==> src/rtl/alu_sched_pkg.sv <==
// Shared opcode, flag-index and helper definitions for the ALU issue scheduler
// and the other users of the integer ALU encoding.
package alu_sched_pkg;

  localparam logic [3:0] OP_ADD   = 4'b0100;
  localparam logic [3:0] OP_SUB   = 4'b0010;
  localparam logic [3:0] OP_CMP   = 4'b1010;
  localparam logic [3:0] OP_AND   = 4'b0000;
  localparam logic [3:0] OP_OR    = 4'b1100;
  localparam logic [3:0] OP_XOR   = 4'b0001;
  localparam logic [3:0] OP_PASSB = 4'b1101;
  localparam logic [3:0] OP_NOP   = 4'b1111;

  localparam int FLG_Z = 3;
  localparam int FLG_N = 2;
  localparam int FLG_C = 1;
  localparam int FLG_V = 0;

  // Only arithmetic ops produce meaningful carry/overflow; the ALU holds c/v otherwise.
  function automatic logic is_arith(input logic [3:0] op);
    return (op == OP_ADD) || (op == OP_SUB) || (op == OP_CMP);
  endfunction

endpackage

==> src/rtl/rr_arbiter.sv <==
// Round-robin arbiter: one-hot grant searching upward from ptr modulo N,
// plus the pointer value to load after this cycle.
module rr_arbiter #(
  parameter int N  = 4,
  parameter int PW = (N > 1) ? $clog2(N) : 1
) (
  input  logic [N-1:0]  req,
  input  logic          en,
  input  logic [PW-1:0] ptr,
  output logic [N-1:0]  grant,
  output logic [PW-1:0] next_ptr
);

  logic w_found;

  // NOTE: every output of a combinational block gets a default first, so no
  // path through the loops leaves a value unassigned and no latch is inferred.
  always_comb begin
    grant    = '0;
    next_ptr = ptr;
    w_found  = 1'b0;
    // First pass covers ptr..N-1, second wraps around to 0..ptr-1.
    for (int j = 0; j < N; j++) begin
      if (en && !w_found && req[j] && (j >= int'(ptr))) begin
        grant[j] = 1'b1;
        w_found  = 1'b1;
        next_ptr = (j == N - 1) ? '0 : PW'(j + 1);
      end
    end
    for (int j = 0; j < N; j++) begin
      if (en && !w_found && req[j] && (j < int'(ptr))) begin
        grant[j] = 1'b1;
        w_found  = 1'b1;
        next_ptr = (j == N - 1) ? '0 : PW'(j + 1);
      end
    end
  end

endmodule

==> src/rtl/alu_issue_sched.sv <==
// Shares one integer ALU between reservation-station entries: round-robin issue,
// one-deep registered result stage on a valid/ready CDB port, flush, perf counters.
module alu_issue_sched
  import alu_sched_pkg::*;
#(
  parameter int NREQ = 4,
  parameter int XLEN = 32,
  parameter int TAGW = 4
) (
  input  logic                 clk,
  input  logic                 rst_n,
  input  logic [NREQ-1:0]      req_valid,
  input  logic [NREQ*XLEN-1:0] req_a,
  input  logic [NREQ*XLEN-1:0] req_b,
  input  logic [NREQ*4-1:0]    req_op,
  input  logic [NREQ*TAGW-1:0] req_tag,
  output logic [NREQ-1:0]      req_grant,
  output logic [XLEN-1:0]      alu_a,
  output logic [XLEN-1:0]      alu_b,
  output logic [3:0]           alu_op,
  input  logic [XLEN-1:0]      alu_s,
  input  logic                 alu_z,
  input  logic                 alu_n,
  input  logic                 alu_c,
  input  logic                 alu_v,
  output logic                 cdb_valid,
  output logic [XLEN-1:0]      cdb_data,
  output logic [TAGW-1:0]      cdb_tag,
  output logic [3:0]           cdb_flags,
  input  logic                 cdb_ready,
  input  logic                 flush,
  output logic [15:0]          issue_cnt,
  output logic [15:0]          stall_cnt
);

  localparam int PW = (NREQ > 1) ? $clog2(NREQ) : 1;

  logic [PW-1:0]   r_ptr;
  logic            r_cdb_valid;
  logic [XLEN-1:0] r_cdb_data;
  logic [TAGW-1:0] r_cdb_tag;
  logic [3:0]      r_cdb_flags;
  logic [15:0]     r_issue_cnt;
  logic [15:0]     r_stall_cnt;

  logic [PW-1:0]   w_next_ptr;
  logic [NREQ-1:0] w_grant;
  logic            w_en;
  logic            w_any;
  logic [XLEN-1:0] w_sel_a;
  logic [XLEN-1:0] w_sel_b;
  logic [3:0]      w_sel_op;
  logic [TAGW-1:0] w_sel_tag;
  logic [3:0]      w_flags;

  assign w_en = !flush && (!r_cdb_valid || cdb_ready);

  rr_arbiter #(.N(NREQ), .PW(PW)) u_arb (
    .req      (req_valid),
    .en       (w_en),
    .ptr      (r_ptr),
    .grant    (w_grant),
    .next_ptr (w_next_ptr)
  );

  assign w_any = |w_grant;

  // AND-OR mux on the one-hot grant keeps the operand path shallow; idle selects zero.
  always_comb begin
    w_sel_a   = '0;
    w_sel_b   = '0;
    w_sel_op  = '0;
    w_sel_tag = '0;
    for (int i = 0; i < NREQ; i++) begin
      if (w_grant[i]) begin
        w_sel_a   = w_sel_a   | req_a[i*XLEN +: XLEN];
        w_sel_b   = w_sel_b   | req_b[i*XLEN +: XLEN];
        w_sel_op  = w_sel_op  | req_op[i*4 +: 4];
        w_sel_tag = w_sel_tag | req_tag[i*TAGW +: TAGW];
      end
    end
  end

  assign req_grant = w_grant;
  assign alu_a     = w_sel_a;
  assign alu_b     = w_sel_b;
  assign alu_op    = w_any ? w_sel_op : OP_NOP;

  always_comb begin
    w_flags        = '0;
    w_flags[FLG_Z] = alu_z;
    w_flags[FLG_N] = alu_n;
    w_flags[FLG_C] = alu_c && is_arith(alu_op);
    w_flags[FLG_V] = alu_v && is_arith(alu_op);
  end

  // NOTE: state is updated with non-blocking assignments so every register
  // samples pre-edge values regardless of statement order.
  always_ff @(posedge clk or negedge rst_n) begin
    if (!rst_n) begin
      r_cdb_valid <= 1'b0;
      r_cdb_data  <= '0;
      r_cdb_tag   <= '0;
      r_cdb_flags <= '0;
    end else if (w_any) begin
      r_cdb_valid <= 1'b1;
      r_cdb_data  <= alu_s;
      r_cdb_tag   <= w_sel_tag;
      r_cdb_flags <= w_flags;
    end else if (flush || cdb_ready) begin
      r_cdb_valid <= 1'b0;
    end
  end

  always_ff @(posedge clk or negedge rst_n) begin
    if (!rst_n) begin
      r_ptr       <= '0;
      r_issue_cnt <= '0;
      r_stall_cnt <= '0;
    end else begin
      r_ptr <= w_next_ptr;
      if (w_any)
        r_issue_cnt <= r_issue_cnt + 16'd1;
      if (|req_valid && !w_any)
        r_stall_cnt <= r_stall_cnt + 16'd1;
    end
  end

  assign cdb_valid = r_cdb_valid;
  assign cdb_data  = r_cdb_data;
  assign cdb_tag   = r_cdb_tag;
  assign cdb_flags = r_cdb_flags;
  assign issue_cnt = r_issue_cnt;
  assign stall_cnt = r_stall_cnt;

endmodule
==> config.mk <==
export PLATFORM = sky130hd
export DESIGN_NAME = alu_issue_sched
export DESIGN_NICKNAME = d
export VERILOG_FILES = /design/src/rtl/alu_sched_pkg.sv /design/src/rtl/rr_arbiter.sv /design/src/rtl/alu_issue_sched.sv
export SDC_FILE = /design/constraint.sdc
export NUM_CORES = 1
export LEC_CHECK = 0
export ABC_CLOCK_PERIOD_IN_PS = 1900
export BUFFER_PORTS_ARGS = -buffer_cell sky130_fd_sc_hd__buf_4
export CAP_MARGIN = 10
export CORE_AREA = 8 8 177 179
export CTS_BUF_LIST = sky130_fd_sc_hd__clkbuf_8
export DETAILED_ROUTE_END_ITERATION = 8
export DIE_AREA = 0 0 185 187
export MAX_ROUTING_LAYER = met4
export PLACE_DENSITY = 0.56
export SLEW_MARGIN = 15
export SYNTH_ARGS = -nofsm -noshare
export SYNTH_HDL_FRONTEND = slang
export SYNTH_SLANG_ARGS = --single-unit
==> constraint.sdc <==
create_clock -name clk -period 1.9 [get_ports clk]
set_input_delay 0.285 -clock clk [delete_from_list [all_inputs] [get_ports clk]]
set_output_delay 0.285 -clock clk [all_outputs]
set_load 0.02 [all_outputs]
==> key figures, run 1 <==
Routing
  • Pre-antenna DRT Iters: 9
  • Remaining number of nets flagged by the antenna check after routing: 0
  • Routed vias/inst: 4.47
  • Number of vias in the routed layout: 6,713
  • Post-detailed-route DRC marker count: 0
  • Starting DRT DRC Count: approximately 500
  • Post-Route WL: between 30,000 and 40,000 um
  • Avg WL per Cell: roughly 21 um

Synthesis
  • Yosys top cell area share: approximately two fifths
  • Dominant combinational cell family by area after synthesis: simple AND/OR/NAND/NOR gates
  • Area contributors post-synth: dfrtp_1 (41%), nand2_1 (21%), a222oi_1 (15%)
  • Top FF cell, synth: dfrtp_1
  • Synthesis warning total: 0
  • Number of synthesized register bits: 75
  • Count of unique library cells instantiated by Yosys: 38
  • Simple-gate share of the synthesized area: 27.9%
  • Post-synth EDFFs: 0
  • Net count after synthesis: 902
  • Area fraction in compound gates after synthesis: 20.1%
  • Average footprint of a synthesized cell: between 8 and 9 um^2
  • Number of instances in the synthesized netlist: roughly 570
  • Share of synthesized registers carrying an async set or reset: between 90% and 100%
  • Mux contribution to synthesized area: less than 1%
  • Proportion of synthesized chip area in sequential cells: 41.3%
  • Xor and xnor area share after synthesis: under 10%
  • Library cell with the largest summed area after synthesis: dfrtp_1
  • Fraction of the mapped netlist area in adder cells: less than 1%
  • Synthesized cell area: 4550 um^2

Setup path
  • Crit path capture type: output port
  • Signal arrival time at the worst endpoint: approximately 2.4 ns
  • Critical path class: flop to output port
  • CP required: around 1.6 ns
  • Dominant cell type by count on the critical path: buf_6
  • Crit path cell chain: nand2b_4 > a21oi_4 > nor3_4 > buf_6 > buf_6 > a222oi_1 > nand2_1 > buf_6
  • Slowest cell on crit path: a222oi_1
  • Max stage delay on crit path: between 0.6 and 0.7 ns
  • Biggest fanout along the worst timing path: 7
  • Length in cells of the worst reg-to-reg path: 11
  • Crit start category: flop

Placed design
  • Post-Place Cell Area: about 9000 um^2
  • Placer Congestion: between 0.8 and 0.9
  • Placed wire-length estimate: between 20,000 and 25,000 um
  • Port Buf Inserts: between 400 and 500

Global routing
  • Pin count of the biggest net entering global routing: 59
  • Wire length of the first global-routing pass: between 40,000 and 50,000 um
  • Via count of the first global-routing pass: 7,086
  • Number of antenna violations at the first check in global routing: 1
  • Overall global routing resource usage: 17.7%
  • GRT overflow: 0

STA
  • Fmax achieved: roughly 370 MHz
  • RSZ-0062 raised after global routing: yes
  • Relative slew slack: around 56%
  • Transition at the pin with the smallest max-transition slack: 0.655 ns
  • Final worst hold slack: 0.128 ns
  • Setup slack of the critical path after layout: -0.769 ns
  • Post-route clock period utilization: 140%
  • Final Hold Fails: 0
  • Max Slew Vio Count: 0
  • Finish-stage setup viols: roughly 80
  • Worst clock skew: between 0.01 and 0.015 ns
  • Min cycle time layout: approximately 2.7 ns

Finish
  • Final instance area: between 10,000 and 15,000 um^2
  • P&R area growth vs syn: 127%
  • Net count, final: about 1,400
  • Most common library cell in the layout ignoring fill and taps: buf_4
  • Commonest cells after routing, fill and taps aside: buf_4 (458), nand2_1 (249), buf_6 (82)
  • Fraction of final layout cells sized beyond drive strength 1: between 50% and 60%
  • Layout Utilization: 36.3%
  • Filler cell count: between 2,000 and 3,000

Run status
  • Outcome: complete, but fails checks
  • Violations in the final reports: setup timing

CTS
  • Clock buffer depth: 2
  • H-Tree Depth: 3
  • CTS Buf Count: 9
  • Clock transition at path regs: 0.08 ns
  • CTS root buf: clkbuf_8
  • Clock tree from TritonCTS: yes
  • Skew-Pair Late Insertion Delay: ~0.35 ns
  • Number of sinks driven by the clock tree: between 70 and 80

Worst hold path
  • Hold WC Path Type: input port to flop
  • Worst hold path cell count: 3

Floorplanning
  • Chip width: around 190 um
  • I/O Pins: roughly 480
  • Area of the placeable core: 28,400 um^2
  • Count of standard-cell rows: 62
  • Chip Height: around 190 um
  • Die Footprint: 34,600 um^2
  • Initial standard-cell utilization of the core: approximately 16%

Power and ir drop
  • Fraction of power consumed by the clock network: 15.7%
  • Power Density: 760 nW/um^2
  • Internal power consumption: 0.00479 W
  • Switching power: 0.00304 W
  • Worst vdd ir: 0.345 mV
  • Fraction of power spent switching nets: about two fifths
  • Reg power frac: between 20 and 30%
  • Proportion of power drawn by combinational gates: a little under three fifths
  • Leakage power: 5.35 nW

Run
  • Number of maximum-capacitance violations: 0
## power by group through the flow
| stage | registers [W] | clock network, W | logic, W |
|---|---|---|---|
| floorplan | 0.00249 | 0 | 0.00135 |
| global placement | 0.00218 | 0 | 0.00375 |
| detailed placement | 0.00220 | 0 | 0.00376 |
| CTS | 0.00217 | 0.00130 | 0.00439 |
| global route | 0.00222 | 0.00135 | 0.00471 |
| finish | 0.00217 | 0.00123 | 0.00443 |
## per-layer routing
layer	track usage (%)	vias to the layer above	wire length [um]
li1	-	3137	-
met4	4.25	0	560
met5	-	-	0
met1	18.5	3224	11700
met2	32.5	324	17200
met3	4.62	28	2540
## synth_stat cells, drive strengths merged, types with 3 or more instances
master / instances
buf: 6
nand3: 13
nor2: 19
a22o: 3
nand2b: 5
inv: 5
nand2: 254
xnor2: 20
and3: 5
a22oi: 4
nor3: 6
dfrtp: 75
xor2: 10
nor2b: 4
o21ai: 5
a222oi: 69
nand4: 3
clkbuf: 35
a21oi: 7
## final timing paths
path | slack [ns] | from | to
min reg2reg | 0.48 | cdb_data[30]$_DFFE_PN0P_ | cdb_data[30]$_DFFE_PN0P_
max reg2reg | -0.51 | r_ptr[1]$_DFFE_PN0P_ | cdb_flags[1]$_DFFE_PN0P_
min in group asynchronous | 0.35 | rst_n | stall_cnt[9]$_DFFE_PN0P_
max in group asynchronous | 0.94 | rst_n | cdb_data[21]$_DFFE_PN0P_
min | 0.13 | alu_z | cdb_flags[3]$_DFFE_PN0P_
max | -0.77 | r_ptr[1]$_DFFE_PN0P_ | alu_b[27]
## critical path: cells and delay by family (launching register included)
family          cells  cell delay [ns]
compound gates      2             0.78
buf+inv             3             0.40
flops               1             0.45
simple gates        3             0.38
## kinds of logic after synthesis
family / count (synthesis)
and+or+nand+nor: 314
AOI/OAI and AO/OA: 99
DFF: 75
buffers and inverters: 46
xor gates and xnor gates: 30
muxes: 2
adders and majority gates: 2
## sequential cells by signal (all words and copies together), names as in the netlist
name,count
issue_cnt,16
r_ptr,2
stall_cnt,16
cdb_tag,4
cdb_flags,4
cdb_data,32
cdb_valid,1
## cell type report
cell class,instances,area (um^2),share of cell area (%)
Tap cell,384,480,4.66
Multi-Input combinational cell,447,2660,25.8
Timing Repair Buffer,574,5060,49.2
Sequential cell,75,1880,18.2
Clock inverter,6,58.8,0.571
Antenna cell,1,2.50,0.0243
Inverter,5,21.3,0.207
Clock buffer,10,138,1.34
## metrics by stage
stage	std cells	setup slack, ns	TNS (ns)	total power (W)
floorplan	568	-0.0601	-3.29	0.00384
global placement	1444	-0.656	-24.61	0.00593
detailed placement	1444	-0.676	-26.44	0.00596
CTS	1491	-0.819	-48.71	0.00786
global route	1502	-0.842	-54.05	0.00828
finish	1502	-0.769	-45.68	0.00783
## repair_timing
action	4_1_cts	5_1_grt
hold endpoints to repair	17	0
gates resized for setup	123	28
pin swaps	75	63
setup endpoints to repair	85	77
setup buffers	19	13
cloned	12	0
hold buffers	1	0
Power figures use the tool's default switching activity.
==> inputs of run 2 (changes only) <==
ABC_CLOCK_PERIOD_IN_PS = not set   (was 1900)
CORE_AREA = 8 8 178 180   (was 8 8 177 179)
DIE_AREA = 0 0 186 188   (was 0 0 185 187)
PLACE_DENSITY = 0.57   (was 0.56)
SYNTH_HIERARCHICAL = 1   (was not set)
==> run 2 against run 1 <==
Compared with the run above: the run still ends with setup timing left; sequential power is 29% higher; first-iteration DRC count is 38% lower; sequential share of layout area is 2.1 points lower; non-clock buffer count is 3 lower; total power is 88% higher; flip-flop and latch count stayed put; clock power hardly changed; maximum frequency is 4.7% lower; wire length is 11% higher; largest power group unchanged.
==> key figures, run 2 <==
Synthesis
  • Proportion of synthesized chip area in sequential cells: 39.7%
  • Xor and xnor area share after synthesis: 5.56%
  • Library cell with the largest summed area after synthesis: dfrtp_1
  • Count of unique library cells instantiated by Yosys: 46
  • Dominant combinational cell family by area after synthesis: compound AO/OA/AOI/OAI gates
  • Area fraction in compound gates after synthesis: approximately 26%
  • Number of instances in the synthesized netlist: ~570
  • Simple-gate share of the synthesized area: about a quarter
  • Number of synthesized register bits: between 70 and 80
  • Mux contribution to synthesized area: less than 1%
  • Yosys top cell area share: about two fifths
  • List of most frequent post-synthesis cells: nand2_1 (183), a22oi_1 (140), dfrtp_1 (75)
  • Fraction of the mapped netlist area in adder cells: less than 1%
  • Share of synthesized registers carrying an async set or reset: 100%
  • Area contributors post-synth: dfrtp_1 (40%), a22oi_1 (22%), nand2_1 (15%)
  • Synthesized cell area: between 4000 and 5000 um^2
  • Net count after synthesis: about 900
  • Top FF cell, synth: dfrtp_1
  • Cell with the most instances after synthesis: nand2_1
  • Average footprint of a synthesized cell: 8.31 um^2
  • Post-synth EDFFs: 0
  • Synthesis warning total: 6

Run status
  • Violations in the final reports: setup timing
  • Outcome: complete, but fails checks

Placed design
  • Placer Congestion: about 0.89
  • Placed wire-length estimate: about 25,000 um
  • Port Buf Inserts: approximately 480
  • Post-Place Cell Area: just over 9000 um^2

Finish
  • Net count, final: roughly 1,400
  • Fraction of final layout cells sized beyond drive strength 1: between 70 and 80%
  • Commonest cells after routing, fill and taps aside: buf_4 (463), a22oi_2 (95), nand2_2 (90)
  • Filler cell count: slightly below 3,000
  • FF+latch area: about 1900 um^2
  • P&R area growth vs syn: 145%
  • Flip-flop count of the largest register, all copies and words added: 32
  • Final instance area: between 10,000 and 15,000 um^2
  • Most common library cell in the layout ignoring fill and taps: buf_4
  • Multi-input gate area: approximately 3800 um^2

Global routing
  • GRT overflow: 0
  • Number of antenna violations at the first check in global routing: 1
  • Via count of the first global-routing pass: 6,986
  • Wire length of the first global-routing pass: around 44,000 um
  • Overall global routing resource usage: 16.8%
  • Pin count of the biggest net entering global routing: between 50 and 60

STA
  • Setup slack of the critical path after layout: -0.901 ns
  • Min cycle time layout: roughly 2.8 ns
  • Fmax achieved: 357 MHz
  • Max Slew Vio Count: 0
  • Finish-stage setup viols: around 150
  • Worst clock skew: around 0.021 ns
  • Final Hold Fails: 0
  • Post-route clock period utilization: 147%
  • Relative slew slack: approximately three fifths
  • Transition at the pin with the smallest max-transition slack: ~0.58 ns
  • RSZ-0062 raised after global routing: yes

Setup path
  • Worst path bufs/invs: 3
  • Signal arrival time at the worst endpoint: 2.52 ns
  • Crit start category: flop
  • Crit path max-delay family: compound AO/OA/AOI/OAI gates
  • Crit path capture type: output port
  • Setup slack on the worst flop-to-flop path: -0.75 ns
  • Max stage delay on crit path: approximately 0.37 ns
  • Critical path class: flop to output port
  • Crit path cell chain: nand2b_1 > nor2b_4 > and2b_1 > a22oi_2 > nor3_2 > o21a_4 > buf_12 > a22o_1 > a221oi_2 > buf_4 > nand2_4 > buf_6
  • Biggest fanout along the worst timing path: 7
  • Slowest cell on crit path: dfrtp_2
  • CP required: between 1.5 and 2 ns

Floorplanning
  • Count of standard-cell rows: 63
  • Initial standard-cell utilization of the core: ~16%
  • Die Footprint: approximately 35,000 um^2
  • Chip Height: 188 um
  • Chip width: roughly 190 um
  • I/O Pins: ~480
  • Area of the placeable core: around 29,000 um^2

Routing
  • Pre-antenna DRT Iters: 4
  • Number of vias in the routed layout: between 6,000 and 7,000
  • Post-Route WL: roughly 35,000 um
  • Routed vias/inst: approximately 4.6
  • Starting DRT DRC Count: 310
  • Remaining number of nets flagged by the antenna check after routing: 0
  • Avg WL per Cell: roughly 24 um
  • Post-detailed-route DRC marker count: 0

CTS
  • CTS Buf Count: 9
  • Number of sinks driven by the clock tree: 75
  • Clock transition at path regs: about 0.10 ns
  • Clock buffer depth: 2
  • H-Tree Depth: 3
  • Clock tree from TritonCTS: yes
  • CTS root buf: clkbuf_8
  • Skew-Pair Late Insertion Delay: approximately 0.36 ns

Power and ir drop
  • Power Density: roughly 1300 nW/um^2
  • Worst vdd ir: ~0.46 mV
  • Fraction of power consumed by the clock network: 8.2%
  • Fraction of power spent switching nets: between 40 and 50%
  • Proportion of power drawn by combinational gates: between 70 and 80%
  • Switching power: about 0.0066 W
  • Leakage power: between 5 and 6 nW
  • Internal power consumption: 0.00806 W
  • Reg power frac: a little under a fifth
  • Post-layout total power: between 0.01 and 0.015 W

Run
  • Number of maximum-capacitance violations: 0

Worst hold path
  • Hold WC Path Type: input port to flop
## run 2: cell count changes after synthesis, sizes merged, moves of 9 or more
cell    before  now
a222oi      69    0
a22oi        4  141
buf          6   16
nand2      254  184
nand4        3   12
nor2        19   10
## run 2: cell type report
| type | instances | share of cell area, % |
|---|---|---|
| Timing Repair Buffer | 571 | 45.0 |
| Antenna cell | 1 | 0.0216 |
| Sequential cell | 75 | 16.2 |
| Clock buffer | 10 | 1.19 |
| Multi-Input combinational cell | 446 | 32.9 |
| Tap cell | 390 | 4.21 |
| Clock inverter | 6 | 0.421 |
| Inverter | 3 | 0.119 |
## run 2: worst paths after layout
path / start / to / cells past startpoint
worst max-delay path: cdb_valid$_DFFE_PN0P_ / alu_op[1] / 12
worst min-delay path: flush / cdb_valid$_DFFE_PN0P_ / 2
worst max register to register: cdb_valid$_DFFE_PN0P_ / cdb_flags[1]$_DFFE_PN0N_ / 14
worst min register to register: stall_cnt[15]$_DFFE_PN0P_ / stall_cnt[15]$_DFFE_PN0P_ / 1
max in group asynchronous: rst_n / cdb_tag[1]$_DFFE_PN0N_ / 3
min in group asynchronous: rst_n / stall_cnt[8]$_DFFE_PN0P_ / 2
## run 2: power by group through the flow
stage                     Sequential (W)  Combinational [W]  Clock (W)
after floorplan                  0.00329            0.00334          0
after global placement           0.00264            0.00748          0
after detailed placement         0.00267            0.00752          0
after CTS                        0.00264            0.00798    0.00126
after global routing             0.00287             0.0113    0.00130
final                            0.00279             0.0107    0.00120
## run 2: timing repair
action	in CTS	in global routing
endpoints found under the hold margin	37	0
setup buffers	7	17
setup endpoints to repair	145	145
cloned	2	23
gates resized for setup	57	272
pin swaps	22	94
hold buffers	1	0
## run 2: through the flow
stage | worst slack, ns | setup TNS [ns] | util (%) | cells | hold slack, ns
2_1_floorplan | -0.750 | -76.45 | - | 569 | -0.0106
3_3_place_gp | -0.843 | -92.55 | 32.0 | 1438 | 0.297
3_5_place_dp | -0.857 | -95.64 | 32.0 | 1438 | 0.300
4_1_cts | -0.976 | -103.87 | 33.8 | 1464 | 0.0907
5_1_grt | -1.05 | -115.03 | 40.0 | 1502 | 0.0846
6_report | -0.901 | -97.87 | 40.0 | 1502 | 0.103
## run 2: cells by family (layout without fill, tap and decap cells)
kind of cell	Yosys count	count (layout)
other	0	1
adders and majority gates	2	2
buffers and inverters	48	590
and+or+nand+nor	249	249
muxes	2	2
AOI/OAI and AO/OA	163	163
DFF	75	75
xor gates and xnor gates	30	30
## run 2: layer usage
metal	global-route usage, %	routed length [um]	vias to the layer above
met3	3.64	2280	23
met4	2.41	417	0
li1	-	-	3164
met1	19.4	13700	3399
met5	-	0	-
met2	29.8	19000	299
